## src/rtl/rr_arb_mux_if.sv

```systemverilog
// rtl/rr_arb_mux_if.sv - handshake bundle for the arbitrated N:1 register mux
//
// Purpose: groups the N request channels and the single downstream port of
// rr_arb_mux so that one interface instance connects upstream, mux and
// downstream.
// Signals:
//   in_valid  [NUM_IN]        per-channel request valid
//   in_data   [NUM_IN*WIDTH]  channel i at [i*WIDTH +: WIDTH]
//   in_ready  [NUM_IN]        per-channel accept, one-hot or zero
//   out_valid                 output register holds a word
//   out_data  [WIDTH]         registered word of the granted channel
//   out_sel   [SEL_W]         index of the channel that produced out_data
//   out_ready                 downstream accept
// Modports: master = requesters/downstream side, slave = the mux.
interface rr_arb_mux_if #(
  parameter int NUM_IN = 2,
  parameter int WIDTH  = 64
);
  localparam int SEL_W = $clog2(NUM_IN);

  logic [NUM_IN-1:0]       in_valid;
  logic [NUM_IN*WIDTH-1:0] in_data;
  logic [NUM_IN-1:0]       in_ready;
  logic                    out_valid;
  logic [WIDTH-1:0]        out_data;
  logic [SEL_W-1:0]        out_sel;
  logic                    out_ready;

  modport master (
    output in_valid, in_data, out_ready,
    input  in_ready, out_valid, out_data, out_sel
  );

  modport slave (
    input  in_valid, in_data, out_ready,
    output in_ready, out_valid, out_data, out_sel
  );
endinterface

```

## src/rtl/rr_arb_mux.sv

```systemverilog
// rtl/rr_arb_mux.sv - N-input arbitrated mux with one output register stage
//
// Purpose: shares one downstream port between NUM_IN requesters. An internal
// arbiter (round-robin or fixed lowest-index priority) picks the channel; the
// chosen word is captured in an output register (1-cycle latency, full
// throughput, back-to-back pop/push without a bubble).
// Ports:
//   clk_i    clock, rising edge
//   reset_i  synchronous, active-high; clears the output register and pointer
//   bus_io   rr_arb_mux_if.slave: in_valid/in_data/in_ready requester side,
//            out_valid/out_data/out_sel/out_ready downstream side
module rr_arb_mux #(
  parameter int NUM_IN  = 2,
  parameter int WIDTH   = 64,
  parameter int RR_MODE = 1
) (
  input  logic         clk_i,
  input  logic         reset_i,
  rr_arb_mux_if.slave  bus_io
);
  localparam int SEL_W = $clog2(NUM_IN);

  logic             out_valid_q, out_valid_d;
  logic [WIDTH-1:0] out_data_q,  out_data_d;
  logic [SEL_W-1:0] out_sel_q,   out_sel_d;
  logic [SEL_W-1:0] ptr_q,       ptr_d;

  logic              load_en;
  logic              xfer;
  logic              gnt_found;
  logic [SEL_W-1:0]  gnt_idx;
  logic [SEL_W-1:0]  scan_base;
  logic [SEL_W-1:0]  cand;
  int                scan_idx;
  logic [NUM_IN-1:0] in_ready_c;

  always_comb begin
    load_en   = !out_valid_q || bus_io.out_ready;
    // Fixed-priority mode ignores the pointer and always scans from channel 0.
    scan_base = (RR_MODE != 0) ? ptr_q : '0;
    gnt_found = 1'b0;
    gnt_idx   = '0;
    scan_idx  = 0;
    cand      = '0;
    // Scan upward from scan_base, wrapping past NUM_IN-1 back to 0.
    for (int k = 0; k < NUM_IN; k++) begin
      scan_idx = int'(scan_base) + k;
      if (scan_idx >= NUM_IN) scan_idx = scan_idx - NUM_IN;
      cand = SEL_W'(scan_idx);
      if (!gnt_found && bus_io.in_valid[cand]) begin
        gnt_found = 1'b1;
        gnt_idx   = cand;
      end
    end

    // No channel is accepted while reset is asserted.
    xfer = !reset_i && load_en && gnt_found;
    for (int i = 0; i < NUM_IN; i++) begin
      in_ready_c[i] = xfer && (gnt_idx == SEL_W'(i));
    end

    out_valid_d = out_valid_q;
    out_data_d  = out_data_q;
    out_sel_d   = out_sel_q;
    ptr_d       = ptr_q;
    if (load_en) begin
      // With nothing to load the word is popped; data/sel keep their values.
      out_valid_d = gnt_found;
      if (gnt_found) begin
        for (int i = 0; i < NUM_IN; i++) begin
          if (gnt_idx == SEL_W'(i)) out_data_d = bus_io.in_data[i*WIDTH +: WIDTH];
        end
        out_sel_d = gnt_idx;
        if (RR_MODE != 0) begin
          ptr_d = (gnt_idx == SEL_W'(NUM_IN-1)) ? '0 : gnt_idx + SEL_W'(1);
        end
      end
    end
  end

  always_ff @(posedge clk_i) begin
    if (reset_i) begin
      out_valid_q <= 1'b0;
      out_data_q  <= '0;
      out_sel_q   <= '0;
      ptr_q       <= '0;
    end else begin
      out_valid_q <= out_valid_d;
      out_data_q  <= out_data_d;
      out_sel_q   <= out_sel_d;
      ptr_q       <= ptr_d;
    end
  end

  assign bus_io.in_ready  = in_ready_c;
  assign bus_io.out_valid = out_valid_q;
  assign bus_io.out_data  = out_data_q;
  assign bus_io.out_sel   = out_sel_q;
endmodule

```

## src/flat_wrapper.sv

```systemverilog
// flat-port wrapper written by rule: the top's interface ports become plain ports
module rr_arb_mux_flat 
#(
  parameter int NUM_IN  = 2,
  parameter int WIDTH   = 64,
  parameter int RR_MODE = 1
)
  (clk_i, reset_i, bus_io_in_valid, bus_io_in_data, bus_io_out_ready, bus_io_in_ready, bus_io_out_valid, bus_io_out_data, bus_io_out_sel);
  rr_arb_mux_if #(.NUM_IN(NUM_IN), .WIDTH(WIDTH)) bus_io_i ();
  input  logic clk_i;
  input  logic reset_i;
  input wire logic [$bits(bus_io_i.in_valid)-1:0] bus_io_in_valid;
  input wire logic [$bits(bus_io_i.in_data)-1:0] bus_io_in_data;
  input wire logic [$bits(bus_io_i.out_ready)-1:0] bus_io_out_ready;
  output wire logic [$bits(bus_io_i.in_ready)-1:0] bus_io_in_ready;
  output wire logic [$bits(bus_io_i.out_valid)-1:0] bus_io_out_valid;
  output wire logic [$bits(bus_io_i.out_data)-1:0] bus_io_out_data;
  output wire logic [$bits(bus_io_i.out_sel)-1:0] bus_io_out_sel;
  assign bus_io_i.in_valid = bus_io_in_valid;
  assign bus_io_i.in_data = bus_io_in_data;
  assign bus_io_i.out_ready = bus_io_out_ready;
  assign bus_io_in_ready = bus_io_i.in_ready;
  assign bus_io_out_valid = bus_io_i.out_valid;
  assign bus_io_out_data = bus_io_i.out_data;
  assign bus_io_out_sel = bus_io_i.out_sel;
  rr_arb_mux #(.NUM_IN(NUM_IN), .WIDTH(WIDTH), .RR_MODE(RR_MODE)) u_core (.clk_i(clk_i), .reset_i(reset_i), .bus_io(bus_io_i));
endmodule
```

## config.mk

```make
export PLATFORM = sky130hd
export DESIGN_NAME = rr_arb_mux_flat
export DESIGN_NICKNAME = d
export VERILOG_FILES = /design/src/rtl/rr_arb_mux_if.sv /design/src/rtl/rr_arb_mux.sv /design/src/flat_wrapper.sv
export SDC_FILE = /design/constraint.sdc
export NUM_CORES = 1
export LEC_CHECK = 0
export ABC_AREA = 1
export BUFFER_PORTS_ARGS = -buffer_cell sky130_fd_sc_hd__buf_2
export CAP_MARGIN = 20
export CORE_MARGIN = 4
export CORE_UTILIZATION = 30
export CTS_CLUSTER_SIZE = 8
export DETAILED_ROUTE_END_ITERATION = 16
export PLACE_DENSITY = 0.62
export SYNTH_ARGS = -nofsm -noshare
export SYNTH_HDL_FRONTEND = slang
export SYNTH_SLANG_ARGS = --single-unit
```

## constraint.sdc

```tcl
create_clock -name clk_i -period 1.39 [get_ports clk_i]
set_input_delay 0.139 -clock clk_i [delete_from_list [all_inputs] [get_ports clk_i]]
set_output_delay 0.139 -clock clk_i [all_outputs]
set_load 0.05 [all_outputs]
```

Yosys cells after proc, flatten, opt, wreduce, memory -nomap -nowiden
Index checks and enable logic that the tools add are counted.
Operators by class
  add/subtract/negate cells: 4
  $lt $le $gt $ge: 4
  multiplexer cells: 12
  bitwise operators: 1
  reduce and logical (&&, ||, !) cells: 10
Operators with widths (number)
  2-to-1 mux 64 bit: 1
  2-to-1 mux 1 bit: 11
  logical AND 1 bit: 5
  < comparator 1 x 2 -> 1 bit (second input constant): 2
  zero test 1 bit: 3
  adder 1 x 1 -> 2 bit (second input constant): 1
  >= comparator 1 x 2 -> 1 bit (second input constant): 1
  >= comparator 2 bit (second input constant): 1
  AND reduction 2 bit: 1
  subtractor 1 bit (second input constant): 2
  adder 1 bit (second input constant): 1
  logical OR 1 bit: 1
  inverter 1 bit: 1
Storage, ports and cells
  register bits after elaboration: 67
  input bits: 133
  output and inout port bits: 68
  word-level logic and storage cells: 35

Logic depth before layout (Yosys ltp)
Gate-level depths: netlist (run 1).
  word-level depth: 10
  mapped depth: 9
  mapped depth without buffers: 8

Worst setup path before layout (run 1)
OpenSTA, ideal clock, no wires.
  path type: register to register
  from: register u_core.out_valid_q (netlist: u_core.bus_io.out_valid)
  to: register u_core.out_data_q[27] (netlist: u_core.bus_io.out_data[27])
  arrival time: 1.723 ns
  slack: -0.395 ns
  cell stages (with the launch flop): 8
  buffers on the path: 0
  cell sequence: dfxtp_1 > inv_1 > nor2_1 > nor2_4 > inv_2 > nor2_1 > nand2_1 > nand2_1
On the way
  word-level cells in the longest chain between the ends: 3
RTL lines
  start, declared: line rr_arb_mux.sv:23  | logic out_valid_q, out_valid_d;
  start signal, assigned: line rr_arb_mux.sv:88  | out_valid_q <= out_valid_d;
  zero test 1 bit: line rr_arb_mux.sv:38  | load_en = !out_valid_q || bus_io.out_ready;
  logical OR 1 bit: line rr_arb_mux.sv:38
  AND reduction 2 bit (no line)
  end signal, assigned: line rr_arb_mux.sv:89  | out_data_q <= out_data_d;
  end, declared: line rr_arb_mux.sv:24  | logic [WIDTH-1:0] out_data_q, out_data_d;
Every way passes these cells.
A chain may end at the register's enable or synchronous reset.

Worst setup path in the final report (run 1)
  from: register u_core.out_valid_q (netlist: u_core.bus_io.out_valid)
  to: output port bus_io_in_ready[0]
On the way
  word-level cells in the longest chain between the ends: 5
RTL lines
  zero test 1 bit: line rr_arb_mux.sv:38
  logical OR 1 bit: line rr_arb_mux.sv:38
  logical AND 1 bit (2 in series): line rr_arb_mux.sv:57  | xfer = !reset_i && load_en && gnt_found;
  logical AND 1 bit: line rr_arb_mux.sv:59  | in_ready_c[i] = xfer && (gnt_idx == SEL_W'(i));
  end, declared: line flat_wrapper.sv:15  | output wire logic [$bits(bus_io_i.in_ready)-1:0] bus_io_in_ready;
Every way passes these cells.

==> results of run 1 <==
registers in the layout, summed over array words and instances (netlist names):
signal / count
u_core.bus_io.out_valid: 1
u_core.bus_io.out_data: 64
u_core.ptr_q: 1
u_core.bus_io.out_sel: 1
synthesized netlist by cell type:
cell      count
nand3_1     178
clkinv_1      1
inv_1         3
buf_4         1
nand2_1     113
nand2_2       1
o21ai_2       1
nor2_1        4
clkbuf_1     14
nor2_2        2
nor2_4        1
dfxtp_1      67
buf_1         1
buf_6         1
a21oi_1      23
buf_2        22
inv_2         2
per-layer routing:
layer  vias to the layer above  routed length (µm)
met1                      1610                4350
met4                         0                 153
met5                         -                   0
met2                       180                4490
met3                        11                1170
li1                       1853                   -
stage by stage:
step	setup slack, ns	TNS, ns	utilization, %	hold slack, ns	instances
3_5_place_dp	0.130	0	42.8	0.341	741
3_3_place_gp	0.140	0	42.8	0.339	741
6_report	-0.0274	-0.0521	45.9	0.0217	761
2_1_floorplan	0.0612	0	-	0.249	435
4_1_cts	-0.112	-0.204	45.1	0.00198	759
5_1_grt	-0.114	-0.228	45.9	0.0166	761
cell families after synthesis:
kind of cell	synth area share, %
flip-flops	44.2
buffers and inverters	6.85
AO/OA/AOI/OAI	4.08
AND/OR/NAND/NOR	44.8
final timing paths:
| kind | start | to | slack, ns | cells past startpoint |
|---|---|---|---|---|
| max | u_core.bus_io.out_valid | bus_io_in_ready[0] | -0.03 | 6 |
| max reg2reg | u_core.bus_io.out_valid | u_core.bus_io.out_data[16] | 0.08 | 7 |
| min reg2reg | u_core.bus_io.out_data[19] | u_core.bus_io.out_data[19] | 0.46 | 2 |
| min | bus_io_in_data[122] | u_core.bus_io.out_data[58] | 0.02 | 3 |
final cells by class:
| cell class | count | area (µm²) | area share [%] |
|---|---|---|---|
| Clock buffer | 12 | 155 | 3.45 |
| Inverter | 6 | 23.8 | 0.528 |
| Multi-Input combinational cell | 323 | 1540 | 34.2 |
| Sequential cell | 67 | 1340 | 29.8 |
| Tap cell | 133 | 166 | 3.70 |
| Timing Repair Buffer | 220 | 1270 | 28.3 |
what timing repair did:
| action | 4_1_cts | 5_1_grt |
|---|---|---|
| gates resized for setup | 8 | 10 |
| gates cloned | 0 | 1 |
| endpoints found under the hold margin | 3 | 0 |
| setup buffers | 3 | 1 |
| hold buffers | 3 | 0 |
| pin swaps | 4 | 6 |
| setup endpoints to repair | 2 | 31 |
critical path, stage by stage (launching register included):
cell and delay, ns:
dfxtp_2 0.32, inv_2 0.06, nor2_4 0.04, nor2_4 0.11, nand2_2 0.08, nor2_4 0.16, buf_8 0.16
where the power goes:
part | total (mW) | switching (mW) | internal [mW] | leakage, nW
clock | 1.37 | 0.663 | 0.706 | 0.0803
sequential | 2.19 | 0.0869 | 2.10 | 0.555
combinational | 1.67 | 1.16 | 0.505 | 1.70
total | 5.22 | 1.91 | 3.31 | 2.34
==> results.cfg, run 1 <==
[outcome]
outcome = finished with violations
failed_checks = setup timing

[worst_setup_path]
arrival_ns = 1.28
critPathCaptureType = output port
worstSetupPathType = reg -> out
worstPathRequired_ns = 1.25
path_max_fanout = 4
cp-start-kind = flop

[sta]
worst_slew_pin_slew_ns = 0.331
slew_headroom_pct = 77.9
hold_viol = 0
rsz0062_at_grt = true
fmax_mhz = 706
fin_crit_sh_pct = 102
min_period_ns = 1.42
clock_skew_ns = 0.00736
slew_viol_final = 0
setup_ws_ns = -0.0274
setup_violations = 2

[floorplan]
rows = 36
dieArea_mm2 = 0.0118
initial_core_util_pct = 30.9
io_pins = 201
die_w_um = 109
die_h_um = 109
core_area_mm2 = 0.00982

[synth]
syn-instance-count = 435
netlist.area_leader.share_pct = 44.2
yosys-top-cells-area = dfxtp_1 (44%), nand3_1 (29%), nand2_1 (14%)
ys_seq_area_share_pct = 44.2
netlist_area_mm2 = 0.00303
yosys_warnings = 0
ys_ff_latch = 67
synthDistinctLibCells = 17
synth_largest_area_cell = dfxtp_1
synth_nets = 568
syn_area_per_cell_um2 = 6.97

[global_routing]
grt_busiest_layer = met2
grt_util_met3_pct = 5.01
use_met2_pct = 27.1
grtUsageMet1_pct = 19.8
grt_max_degree = 70
antenna_found_initial = 0
grt_usage_pct = 16.5
grt_first_pass_wirelength_um = 15400
overflow = 0
grt_pass1_vias = 3359

[power]
power_mw = 5.22
p_leak_nw = 2.34
ir_drop_mv = 0.430
cellPowerDensity_mw_per_mm2 = 1160

[finish]
drive_gt1_share_pct = 39.0
layout_commonest_cell = buf_2
design_area_mm2 = 0.00450
n_antenna_cell = 0
mostFrequentLayoutCells = buf_2 (198), nand3_1 (178), nand2_1 (111)
final_nets = 760
n_fill_cell = 1014
syn_to_final_growth_pct = 48.5

[placement]
io_buffer_count = 200
place_area_mm2 = 0.00421
place.gp.congestion = 0.813
hpwl_um = 7300

[clock_network]
path_clk_slew_ns = 0.06
tritoncts = done
cts_root_buf = clkbuf_8
htree_levels = 3
clock_sink_count = 67
insertion_delay_ns = 0.33
cts_buffer_depth = 2
cts_buffers = 9

[job]
maxCapViolCount = 0

[detailed_routing]
drc = 0
vias = 3654
ant_nets = 0
drtPass1Iterations = 4
routedWlPerCell_um = 13.4
vias_per_cell = 4.80
drtIter0Drc = 256
routed_wl_um = 10200

[hold_path]
hp-class = in -> reg
No activity file was read; power rests on OpenSTA's default activity.
==> run 2: changes to the inputs <==
Settings changed: ABC_AREA 1 to unset, CORE_ASPECT_RATIO set to 1.25, MAX_ROUTING_LAYER set to met4.
==> results.cfg, run 2 <==
[synth]
netlist.area_leader.share_pct = 45.5
yosys-top-cells-area = dfxtp_1 (46%), a221o_1 (15%), nor4b_1 (13%)
synth_largest_area_cell = dfxtp_1
yosysMostFrequentCell = dfxtp_1
syn-instance-count = 289
synthTopCellsByCount = dfxtp_1 (67), a221o_1 (44), nor4b_1 (44), clkbuf_1 (22)
synth_edf_count = 0
netlist_area_mm2 = 0.00295
synthDistinctLibCells = 22
ys_seq_area_share_pct = 45.5
ys.flop_type = dfxtp_1
ys_ff_latch = 67
synthArstFlopShare_pct = 0
syn_area_per_cell_um2 = 10.2
yosys_warnings = 0
synth_nets = 422

[detailed_routing]
routedWlPerCell_um = 18.6
drtIter0Drc = 158
routed_wl_um = 11800
vias = 3383
drtPass1Iterations = 4
ant_nets = 0
vias_per_cell = 5.36
drc = 0

[sta]
fmax_mhz = 667
setup_ws_ns = -0.109
slew_viol_final = 0
slew_headroom_pct = 73.9
holdWs_ns = 0.0353
rsz0062_at_grt = true
min_period_ns = 1.50
hold_viol = 0
setup_violations = 46
fin_crit_sh_pct = 108
clock_skew_ns = 0.00518
worst_slew_pin_slew_ns = 0.386

[clock_network]
cts_root_buf = clkbuf_16
cts_buffer_depth = 2
cts_buffers = 9
clock_sink_count = 67
htree_levels = 3
tritoncts = done
insertion_delay_ns = 0.33
path_clk_slew_ns = 0.05

[floorplan]
io_pins = 201
die_w_um = 96.7
initial_core_util_pct = 30.7
dieArea_mm2 = 0.0115
die_h_um = 119
rows = 40
core_area_mm2 = 0.00961

[global_routing]
grt_pass1_vias = 3375
grt_busiest_layer = met2
antenna_found_initial = 0
grt_first_pass_wirelength_um = 18200
overflow = 0
grt_max_degree = 42
use_met2_pct = 33.2
grt_util_met3_pct = 5.86
grt_usage_pct = 20.4
grtUsageMet1_pct = 24.3

[worst_setup_path]
path_max_fanout = 3
arrival_ns = 1.36
worstSetupPathType = reg -> out
cp-start-kind = flop
worstPathRequired_ns = 1.25
critPathCaptureType = output port

[finish]
largest_reg_flops = 64
n_antenna_cell = 0
mostFrequentLayoutCells = buf_2 (198), dfxtp_1 (65), a221o_1 (44)
drive_gt1_share_pct = 53.1
layout_commonest_cell = buf_2
syn_to_final_growth_pct = 61.0
final_nets = 633

[outcome]
failed_checks = setup timing
outcome = finished with violations

[power]
ir_drop_mv = 0.669
cellPowerDensity_mw_per_mm2 = 1300
p_leak_nw = 2.19

[placement]
io_buffer_count = 200
dp_slack_ns = -0.0451
place.gp.congestion = 0.802
hpwl_um = 7720

[hold_path]
hp-class = in -> reg

[job]
maxCapViolCount = 0
## run 2: cell count changes after synthesis, sizes merged, moves of 19 or more
cell and delta:
o21ai +19, nand2 -114, a21oi -22, a221o +44, nor4b +44, nand3 -158, nand4 +20, a31oi +20
## run 2: where the power goes
part / total (mW) / switching (mW) / internal [mW]
registers: 2.18 / 0.0912 / 2.09
logic: 1.61 / 1.03 / 0.571
clock network: 2.39 / 0.826 / 1.57
## run 2: metrics by stage
| stage | cells | instance area [µm²] | util (%) | TNS, ns | total power, mW |
|---|---|---|---|---|---|
| 6_report | 631 | 4750 | 49.4 | -3.38 | 6.18 |
| 5_1_grt | 631 | 4750 | 49.4 | -4.73 | 6.43 |
| 4_1_cts | 630 | 4720 | 49.1 | -3.32 | 6.22 |
| 3_5_place_dp | 602 | 4170 | 43.4 | -1.48 | 3.72 |
| 3_3_place_gp | 602 | 4170 | 43.4 | -0.366 | 3.71 |
| 2_1_floorplan | 289 | 3000 | - | -4.07 | 3.22 |
## run 2: area by class of cell
cell class	count	area (µm²)
Clock buffer	11	233
Clock inverter	5	76.3
Fill cell	911	4860
Multi-Input combinational cell	181	1440
Sequential cell	67	1350
Tap cell	126	158
Timing Repair Buffer	241	1490
## run 2: final timing paths
| path | from | slack [ns] | depth (start not counted) | endpoint |
|---|---|---|---|---|
| hold / removal | bus_io_in_data[64] | 0.04 | 2 | u_core.bus_io.out_data[0] |
| setup reg to reg | u_core.ptr_q | -0.11 | 5 | u_core.bus_io.out_data[58] |
| hold reg to reg | u_core.bus_io.out_sel | 0.45 | 1 | u_core.bus_io.out_sel |
| setup / recovery | u_core.ptr_q | -0.11 | 4 | bus_io_in_ready[1] |
## run 2: cell families after synthesis
logic type,Yosys count,share of synthesized area (%)
AOI/OAI and AO/OA,90,24.2
buffers and inverters,42,7.81
DFF,67,45.5
and+or+nand+nor,90,22.5
## run 2: critical path, cell delays in order (launching register included)
cell and delay, ns:
dfxtp_2 0.34, nand2b_4 0.13, and4b_2 0.30, buf_12 0.13
buf_12 0.12
## run 2: repair_timing
item,4_1_cts,5_1_grt
endpoints found under the setup margin,48,52
hold endpoints to repair,0,0
gates cloned,5,0
resized for setup,19,5
pin swaps,7,8
hold buffers,0,0
setup buffers,7,1
## run 2: layer usage
layer	wire [µm]	part of all wire, %
met1	4780	41
met2	5900	50
met3	880	7.5
met4	186	1.6
met5	0	0
==> run 3: changes to the inputs <==
Settings changed: ABC_AREA set to 1.
==> results.cfg, run 3 (synthesized netlist as in run 1, its figures left out) <==
[clock_network]
cts_buffer_depth = 2
cts_root_buf = clkbuf_16
cts_buffers = 9
clock_sink_count = 67
insertion_delay_ns = 0.32
tritoncts = done
htree_levels = 3
path_clk_slew_ns = 0.05

[detailed_routing]
routed_wl_um = 10000
vias = 3693
ant_nets = 0
drtIter0Drc = 127
drtPass1Iterations = 4
routedWlPerCell_um = 13.1
drc = 0
vias_per_cell = 4.85

[floorplan]
die_h_um = 120
rows = 40
core_area_mm2 = 0.00976
initial_core_util_pct = 31.1
io_pins = 201
dieArea_mm2 = 0.0118
die_w_um = 97.9

[finish]
final_nets = 765
n_antenna_cell = 0
drive_gt1_share_pct = 39.7
fin_cells = 761
mostFrequentLayoutCells = buf_2 (198), nand3_1 (178), nand2_1 (111)
largest_reg_flops = 64
layout_commonest_cell = buf_2
n_fill_cell = 993
syn_to_final_growth_pct = 51.8

[worst_setup_path]
reg2reg_to = u_core.bus_io.out_data[5]
cp-start-kind = flop
r2r_start = u_core.bus_io.out_valid
worstPathRequired_ns = 1.25
reg2reg_depth = 7
r2r_slack_ns = 0.10
critPathCaptureType = output port
arrival_ns = 1.26
worstSetupPathType = reg -> out
path_max_fanout = 2

[hold_path]
hold_start = bus_io_in_data[37]
worstHoldEndpoint = u_core.bus_io.out_data[37]
hold_depth = 3
hp-class = in -> reg

[placement]
dp_cells = 735
io_buffer_count = 200
hpwl_um = 7420
place.gp.congestion = 0.920

[power]
cellPowerDensity_mw_per_mm2 = 1300
power_mw = 6.00
ir_drop_mv = 0.554
p_leak_nw = 2.40

[global_routing]
grt_first_pass_wirelength_um = 15800
overflow = 0
antenna_found_initial = 0
grt_usage_pct = 16.5
grt_max_degree = 83
grt_pass1_vias = 3411

[sta]
rsz0062_at_grt = true
hold_viol = 0
clock_skew_ns = 0.00554
fin_crit_sh_pct = 100
setup_violations = 1
fmax_mhz = 717
min_period_ns = 1.40
worst_slew_pin_slew_ns = 0.318
slew_headroom_pct = 78.8
setup_ws_ns = -0.00539
slew_viol_final = 0
holdWs_ns = 0.0152

[outcome]
outcome = finished with violations
failed_checks = setup timing

[job]
maxCapViolCount = 0
[run 3: worst max path at each step]
stage / start / endpoint / slack, ns / cells after the start
detailed placement: u_core.ptr_q / bus_io_in_ready[1] / 0.13 / 7
finish: u_core.bus_io.out_valid / bus_io_in_ready[0] / -0.005 / 6
floorplan: u_core.bus_io.out_valid / u_core.bus_io.out_data[31] / 0.06 / 7
CTS: u_core.ptr_q / bus_io_in_ready[1] / -0.06 / 7
global placement: u_core.ptr_q / bus_io_in_ready[1] / 0.17 / 7
global route: u_core.bus_io.out_valid / bus_io_in_ready[0] / -0.08 / 6
[run 3: where the power goes]
part           switching, mW  internal (mW)  leakage (nW)
sequential            0.0879           2.10         0.555
combinational           1.15          0.491          1.71
clock                  0.757           1.42         0.135
[run 3: worst max-delay path, stage by stage, from the launching register on]
cell and delay, ns:
dfxtp_2 0.32, inv_2 0.06, nor2_4 0.05, nor2_4 0.12
nand2_2 0.09, nor2_4 0.13, buf_6 0.17
[run 3: cell type report]
class / count / area [µm²] / share of cell area [%]
Clock inverter: 2 / 37.5 / 0.815
Timing Repair Buffer: 225 / 1260 / 27.4
Sequential cell: 67 / 1340 / 29.2
Inverter: 6 / 23.8 / 0.516
Multi-Input combinational cell: 323 / 1530 / 33.3
Tap cell: 126 / 158 / 3.42
Clock buffer: 12 / 246 / 5.35
[run 3: per-layer routing]
layer  GRT usage [%]  up-vias  wire [µm]
li1                -     1868          -
met1            18.9     1647       4140
met2            27.7      171       4740
met3            5.54        7       1020
met4            4.42        0         93
met5               -        -          0
[run 3: through the flow]
step,setup TNS (ns),setup slack [ns],area [µm²],utilization (%)
floorplan,0,0.0612,3050,-
global placement,0,0.171,4180,42.8
detailed placement,0,0.130,4180,42.8
CTS,-0.0803,-0.0633,4540,46.6
global route,-0.157,-0.0846,4600,47.2
finish,-0.00539,-0.00539,4600,47.2
[run 3: repair_timing]
item,in CTS,in global routing
gates resized for setup,9,6
setup endpoints to repair,2,2
endpoints found under the hold margin,2,0
hold buffers,2,0
buffers inserted,5,5
pin swaps,4,6
